`config.mk`:
```
export PLATFORM = sky130hd
export DESIGN_NAME = beam_scan_sequencer
export DESIGN_NICKNAME = d
export VERILOG_FILES = /design/src/rtl/beam_scan_sequencer.sv
export SDC_FILE = /design/constraint.sdc
export NUM_CORES = 1
export LEC_CHECK = 0
export CORE_MARGIN = 5
export CORE_UTILIZATION = 35
export DETAILED_ROUTE_END_ITERATION = 16
export DONT_BUFFER_PORTS = 1
export SLEW_MARGIN = 20
export SYNTH_ARGS = -nofsm -noshare
export SYNTH_HDL_FRONTEND = slang
export SYNTH_SLANG_ARGS = --single-unit
```
`constraint.sdc`:
```
create_clock -name ISYSCLK -period 2.4 [get_ports ISYSCLK]
set_input_delay 0.24 -clock ISYSCLK [delete_from_list [all_inputs] [get_ports ISYSCLK]]
set_output_delay 0.24 -clock ISYSCLK [all_outputs]
set_load 0.02 [all_outputs]
```
`src/rtl/beam_scan_sequencer.sv`:
```
// Beam-steering scan sequencer: walks a 7-bit steering index through SETTLE/PING/LISTEN/STEP
// beams, with a serially loaded shadow config. Define ARPAS_BLANKING_EN for receiver ring-down blanking.
module beam_scan_sequencer (
    input  logic       ISYSCLK,
    input  logic       RSTALLD,
    input  logic       PADORUN,
    input  logic       REGDATA,
    input  logic       REGCLKS,
    input  logic       AREGSEL,
    output logic [1:0] PHAMUXS,
    output logic [4:0] TAPSELX,
    output logic       PINGDRV,
    output logic       ECHOGAT,
    output logic       NEXTSIG,
    output logic       FRAMEND,
    output logic       BUSYOUT
);

    localparam logic [6:0] MAX_IDX = 7'd67;

    typedef enum logic [2:0] {
        S_IDLE,
        S_SETTLE,
        S_PING,
        S_LISTEN,
        S_STEP
    } state_t;

    state_t      state_q;
    logic [7:0]  cnt_q;
    logic [6:0]  idx_q;
    logic        pingdrv_q;
    logic        echogat_q;
    logic        nextsig_q;
    logic        framend_q;
    logic        busy_q;
`ifdef ARPAS_BLANKING_EN
    logic [3:0]  blank_q;
`endif

    logic [6:0]  lastidx_q;
    logic [3:0]  pinglen_q;
    logic [7:0]  listlen_q;
    logic [18:0] shadow_q;
    logic [18:0] shadow_d;
    logic        pend_q;
    logic        pend_d;
    logic        rclk1_q, rclk2_q, rclk3_q;
    logic        sel1_q, sel2_q, sel3_q;

    logic        shift_edge;
    logic        sel_fall;
    logic        at_wrap;
    logic        apply;
    logic [6:0]  lastidx_d;

    always_comb begin
        shift_edge = rclk2_q & ~rclk3_q;
        sel_fall   = sel3_q & ~sel2_q;
        at_wrap    = (idx_q == lastidx_q);
        // Config may only switch between frames so a frame never mixes timings.
        apply      = pend_q && ((state_q == S_IDLE) || ((state_q == S_STEP) && at_wrap));
        shadow_d   = (shift_edge && sel2_q) ? {shadow_q[17:0], REGDATA} : shadow_q;
        pend_d     = sel_fall | (pend_q & ~apply);
        lastidx_d  = (shadow_q[18:12] > MAX_IDX) ? MAX_IDX : shadow_q[18:12];
    end

    always_ff @(posedge ISYSCLK or negedge RSTALLD) begin
        if (!RSTALLD) begin
            rclk1_q   <= 1'b0;
            rclk2_q   <= 1'b0;
            rclk3_q   <= 1'b0;
            sel1_q    <= 1'b0;
            sel2_q    <= 1'b0;
            sel3_q    <= 1'b0;
            shadow_q  <= '0;
            pend_q    <= 1'b0;
            lastidx_q <= MAX_IDX;
            pinglen_q <= 4'd3;
            listlen_q <= 8'd255;
        end else begin
            rclk1_q  <= REGCLKS;
            rclk2_q  <= rclk1_q;
            rclk3_q  <= rclk2_q;
            sel1_q   <= AREGSEL;
            sel2_q   <= sel1_q;
            sel3_q   <= sel2_q;
            shadow_q <= shadow_d;
            pend_q   <= pend_d;
            if (apply) begin
                lastidx_q <= lastidx_d;
                pinglen_q <= shadow_q[11:8];
                listlen_q <= shadow_q[7:0];
            end
        end
    end

    always_ff @(posedge ISYSCLK or negedge RSTALLD) begin
        if (!RSTALLD) begin
            state_q   <= S_IDLE;
            cnt_q     <= '0;
            idx_q     <= '0;
            pingdrv_q <= 1'b0;
            echogat_q <= 1'b0;
            nextsig_q <= 1'b0;
            framend_q <= 1'b0;
            busy_q    <= 1'b0;
`ifdef ARPAS_BLANKING_EN
            blank_q   <= '0;
`endif
        end else begin
            case (state_q)
                S_IDLE: begin
                    if (apply) begin
                        idx_q <= '0;
                    end
                    if (PADORUN) begin
                        state_q <= S_SETTLE;
                        cnt_q   <= 8'd1;
                        busy_q  <= 1'b1;
                    end
                end
                S_SETTLE: begin
                    if (cnt_q == 8'd0) begin
                        state_q   <= S_PING;
                        cnt_q     <= {4'd0, pinglen_q};
                        pingdrv_q <= 1'b1;
                    end else begin
                        cnt_q <= cnt_q - 8'd1;
                    end
                end
                S_PING: begin
                    if (cnt_q == 8'd0) begin
                        state_q   <= S_LISTEN;
                        cnt_q     <= listlen_q;
                        pingdrv_q <= 1'b0;
`ifdef ARPAS_BLANKING_EN
                        blank_q   <= pinglen_q;
                        echogat_q <= 1'b0;
`else
                        echogat_q <= 1'b1;
`endif
                    end else begin
                        cnt_q <= cnt_q - 8'd1;
                    end
                end
                S_LISTEN: begin
`ifdef ARPAS_BLANKING_EN
                    // Gate opens once the transducer ring-down window has elapsed.
                    if (!echogat_q) begin
                        if (blank_q == 4'd0) begin
                            echogat_q <= 1'b1;
                        end else begin
                            blank_q <= blank_q - 4'd1;
                        end
                    end
`endif
                    if (cnt_q == 8'd0) begin
                        state_q   <= S_STEP;
                        echogat_q <= 1'b0;
                        nextsig_q <= 1'b1;
                        framend_q <= at_wrap;
                    end else begin
                        cnt_q <= cnt_q - 8'd1;
                    end
                end
                S_STEP: begin
                    nextsig_q <= 1'b0;
                    framend_q <= 1'b0;
                    idx_q     <= at_wrap ? 7'd0 : idx_q + 7'd1;
                    if (PADORUN) begin
                        state_q <= S_SETTLE;
                        cnt_q   <= 8'd1;
                    end else begin
                        state_q <= S_IDLE;
                        busy_q  <= 1'b0;
                    end
                end
                default: begin
                    state_q   <= S_IDLE;
                    pingdrv_q <= 1'b0;
                    echogat_q <= 1'b0;
                    nextsig_q <= 1'b0;
                    framend_q <= 1'b0;
                    busy_q    <= 1'b0;
                end
            endcase
        end
    end

    assign PHAMUXS = idx_q[1:0];
    assign TAPSELX = idx_q[6:2];
    assign PINGDRV = pingdrv_q;
    assign ECHOGAT = echogat_q;
    assign NEXTSIG = nextsig_q;
    assign FRAMEND = framend_q;
    assign BUSYOUT = busy_q;

endmodule

```
Word level (Yosys, flattened, before mapping)
Cells that the tools add are included.

Register bits: 68. Output and inout bits: 12. Logic and storage cells: 91.

Add/sub/neg operators: 2. $lt $le $gt $ge: 1. Eq/ne operators: 13. Muxes and demuxes: 25. Bitwise logic cells: 11. Reductions and logical operators: 20.

Operators by type and width (count): $mux W8 (4); $pmux W8 S4 (1); $mux W7 (3); $pmux W3 S5 (1); $ne A2 B2 Y1 const B (7); $pmux W7 S2 (1); $mux W3 (4); $reduce_and A3 Y1 (4); $reduce_or A3 Y1 (4); $pmux W1 S3 (3); $logic_not A8 Y1 (1); $sub A8 B1 Y8 const B (1); $add A7 B1 Y7 const B (1); $eq A7 B7 Y1 (1); $gt A7 B7 Y1 const B (1); $not A1 Y1 (7); $eq A3 B2 Y1 const B (2); $mux W1 (6); $pmux W1 S2 (2); $reduce_and A2 Y1 (2); $reduce_and A4 Y1 (1); $reduce_bool A4 Y1 (1); $and A1 B1 Y1 (3); $eq A3 B1 Y1 const B (1); 8 further kinds (10).

Longest topological paths before layout
Word-level depth: 7. Depth in mapped cells: 8.

Worst setup path before layout
OpenSTA, ideal clock, no wires.

Kind: register to register. Start: register cnt_q[0]. End: register framend_q (netlist: FRAMEND). Arrival: 1789 ps. Data required time: 2281 ps. Slack: 492 ps. Stages on the path, launching flop included: 9. Clock period less this slack: 1908 ps. Cell sequence: dfrtp_1 -> inv_1 -> ha_1 -> or3b_2 -> nor2_4 -> buf_6 -> nand3_1 -> and2_0 -> o21ba_1.

Longest elaborated chain between the ends: 3.

Ends and longest elaborated chain: start, declared (RTL line 30) `logic [7:0] cnt_q;`; start signal, assigned (RTL line 126) `cnt_q <= {4'd0, pinglen_q};`; start signal, assigned (RTL line 129) `cnt_q <= cnt_q - 8'd1;`; start signal, assigned (RTL line 135) `cnt_q <= listlen_q;`; $logic_not A8 Y1 (RTL line 158) `if (cnt_q == 8'd0) begin`; $ne A2 B2 Y1 (no source line); $reduce_and A2 Y1 (no source line); end signal, assigned (RTL line 162) `framend_q <= at_wrap;`; end, declared (RTL line 35) `logic framend_q;`.

No other way between the ends. A chain may end at the register's enable or synchronous reset.

Worst setup path in the final report
Start: register cnt_q[0]. End: register cnt_q[3].

Longest elaborated chain between the ends: 3. Elaborated cells between the ends (all ways): 8.

Ends and longest elaborated chain (RTL line): $sub A8 B1 Y8 or $logic_not A8 Y1 (tied branches); $mux W8, or another cell as far along (158); $pmux W8 S4 or $reduce_and A3 Y1 (tied branches).

Parallel ways exist; a longest one is shown, timed or not. The select of a mux whose other input is x is not followed.

==> flow_summary.json <==
{
  "cts_resized": 0,
  "dr.pass1.iters": 4,
  "ys_warn_count": 0,
  "die_h_um": 106.6,
  "hold_viol": 0,
  "required_ps": 2640,
  "async_flop_share_pct": 100.0,
  "grt.overflow.total": 0,
  "ys_seq_area_share_pct": 52.59,
  "slew_viol_final": 0,
  "cts_root_buf": "clkbuf_8",
  "cts_hold_buffers": 4,
  "synth.distinct_cells": 58,
  "yosysTopAreaCell": "dfrtp_1",
  "grt_max_degree": 69,
  "die_x_um": 106.6,
  "drt_iter0_drc": 92,
  "synth_area_leaders": "dfrtp_1, mux2_2, dfstp_2",
  "grt_pass1_wl_mm": 11.25,
  "crit_path_end_kind": "register",
  "remaining_drc_errors": 0,
  "hp-class": "primary input to register",
  "peakVddDrop_mv": 0.2330,
  "dieArea_um2": 11370,
  "tightest_slew_ps": 538.8,
  "initial_core_util_pct": 35.69,
  "drive_above_1_share_pct": 28.76,
  "synth_edf_count": 0,
  "insertion_delay_ps": 350,
  "avgSynthCellArea_um2": 11.38,
  "netlist_area_um2": 3267,
  "cap_viol_max_count": 0,
  "crit_fanout": 7,
  "finalCriticalPeriod_ps": 2117,
  "wl_per_cell_um": 15.74,
  "finalCritPeriodShare_pct": 88.21,
  "antenna_found_initial": 0,
  "pin_count": 18,
  "drt-total-wl_mm": 6.565,
  "clock_skew_ps": 9.833,
  "fin_tns_setup_ps": 0,
  "setup_viol": 0,
  "ant_nets": 0,
  "layout.nets": 310,
  "status": "complete, no violations",
  "diodes": 0,
  "grt_usage_pct": 12.51,
  "critPathLaunchType": "register",
  "fmaxAchievable_mhz": 472.3,
  "leakagePower_nw": 1.486,
  "yosysTopAreaCellShare_pct": 42.13,
  "cts_tree": "done",
  "grt_pass1_vias": 2224,
  "synthesis.nets": 296,
  "cts_max_path_buffers": 2,
  "synth_ff_type": "dfrtp_1",
  "rows": 35,
  "htreeDepth": 3,
  "port_buffers": 0,
  "clkTransAtPathRegs_ps": 70,
  "synth_cells": 287,
  "numCtsBuffers": 9,
  "arrival_ps": 2350,
  "hpwl_mm": 4.488,
  "synth-seq-cells": 68,
  "power.density_nw_per_um2": 609.8,
  "area_growth_pct": 10.88,
  "cts_sinks": 68,
  "via_per_inst": 5.384,
  "postCtsSetupRepairBufs": 0,
  "gp_congestion": 0.8425,
  "coreArea_um2": 9153,
  "pre_cts_slack_ps": 313.0,
  "p_total_mw": 2.209,
  "setup_ws_ps": 282.9,
  "setup.worst_path.class": "register to register",
  "num_vias": 2245,
  "maxSlewHeadroom_pct": 63.84,
  "rsz0062_at_grt": "false"
}
[cell usage after synthesis, drive strengths merged, types with 3 or more instances]
cell type  instances
dfrtp             55
mux2              31
o21ai             25
nor2              23
nand2             19
dfstp             13
a21oi             11
inv               11
buf                9
nand3b             8
xnor2              8
nand3              7
nor3               7
a22o               4
a31oi              4
clkbuf             4
mux2i              4
and2               3
ha                 3
nor4               3
o31ai              3
[cells in the final DEF, fill, tap and decap left out, types with 7 or more instances in the layout]
master,instances
xnor2_1,8
dfrtp_1,55
mux2_2,31
dfstp_2,13
a21oi_1,9
nor2_1,22
nand3_1,7
buf_4,12
nand3b_1,8
clkbuf_8,9
nand2_1,19
o21ai_0,20
inv_1,11
[cells by family (layout without fill, tap and decap cells)]
kind of cell,after synthesis,count (layout),share of synthesized area (%)
AND/OR/NAND/NOR,82,82,13.41
AO/OA/AOI/OAI,67,67,14.52
buffers and inverters,24,43,4.289
flip-flops,68,68,52.59
multiplexers,35,35,11.91
XOR/XNOR,8,8,2.145
adder cells (fa/ha/maj),3,3,1.149
[metal layers]
metal	track usage (%)	vias up	routed length [um]
met3	2.047	18	303
met4	8.037	0	214
met2	18.21	57	2948
met5	0	-	0
met1	17.21	1098	3099
li1	-	1072	-
[registers in the layout, summed over array words and instances (netlist names)]
| signal | count |
|---|---|
| BUSYOUT | 1 |
| rclk1_q | 1 |
| ECHOGAT | 1 |
| pend_q | 1 |
| lastidx_q | 7 |
| pinglen_q | 4 |
| PINGDRV | 1 |
| sel1_q | 1 |
| shadow_q | 19 |
| idx_q | 7 |
| FRAMEND | 1 |
| sel3_q | 1 |
| cnt_q | 8 |
| NEXTSIG | 1 |
| listlen_q | 8 |
| rclk2_q | 1 |
| state_q | 3 |
| sel2_q | 1 |
| rclk3_q | 1 |
[path summary, 6_finish.rpt]
| kind | startpoint | to | slack [ps] | depth (start not counted) |
|---|---|---|---|---|
| worst max-delay path | cnt_q[0]$_DFFE_PN0P_ | cnt_q[3]$_DFFE_PN0P_ | 280 | 7 |
| worst min-delay path | PADORUN | BUSYOUT$_DFFE_PN0P_ | 40 | 2 |
| worst max register to register | cnt_q[0]$_DFFE_PN0P_ | cnt_q[3]$_DFFE_PN0P_ | 280 | 7 |
| worst min register to register | rclk1_q$_DFF_PN0_ | rclk2_q$_DFF_PN0_ | 350 | 0 |
| max in group asynchronous | RSTALLD | pinglen_q[0]$_DFFE_PN1P_ | 1640 | 2 |
| min in group asynchronous | RSTALLD | NEXTSIG$_DFFE_PN0P_ | 430 | 2 |
[worst max-delay path, stage by stage, from the launching register on]
cell and delay (ps):
dfrtp_1 410, inv_1 140, ha_1 180, nor3b_1 280, nand2_1 110, a21oi_1 470, o32ai_1 180, a22o_1 250
[power by group]
part           leakage [nW]  total, mW  switching (mW)  internal [mW]
Clock                0.0848      0.813           0.445          0.368
Sequential            0.849       1.28          0.0564           1.23
Combinational         0.552      0.114          0.0455         0.0680
[through the flow]
step	cell area, um2	hold slack [ps]	cells	util (%)
after floorplan	3267	-55.59	287	-
after global placement	3397	-53.88	397	37.12
after detailed placement	3397	-53.40	397	37.12
after CTS	3622	23.93	417	39.58
after global routing	3622	33.83	417	39.58
final	3622	36.75	417	39.58
[layout make-up]
cell class | instances | area [um2]
Fill cell | 853 | 5530
Sequential cell | 68 | 1718
Multi-Input combinational cell | 195 | 1409
Timing Repair Buffer | 16 | 147.6
Tap cell | 111 | 138.9
Clock buffer | 9 | 123.9
Clock inverter | 7 | 43.79
Inverter | 11 | 41.29
Power figures use the tool's default switching activity.
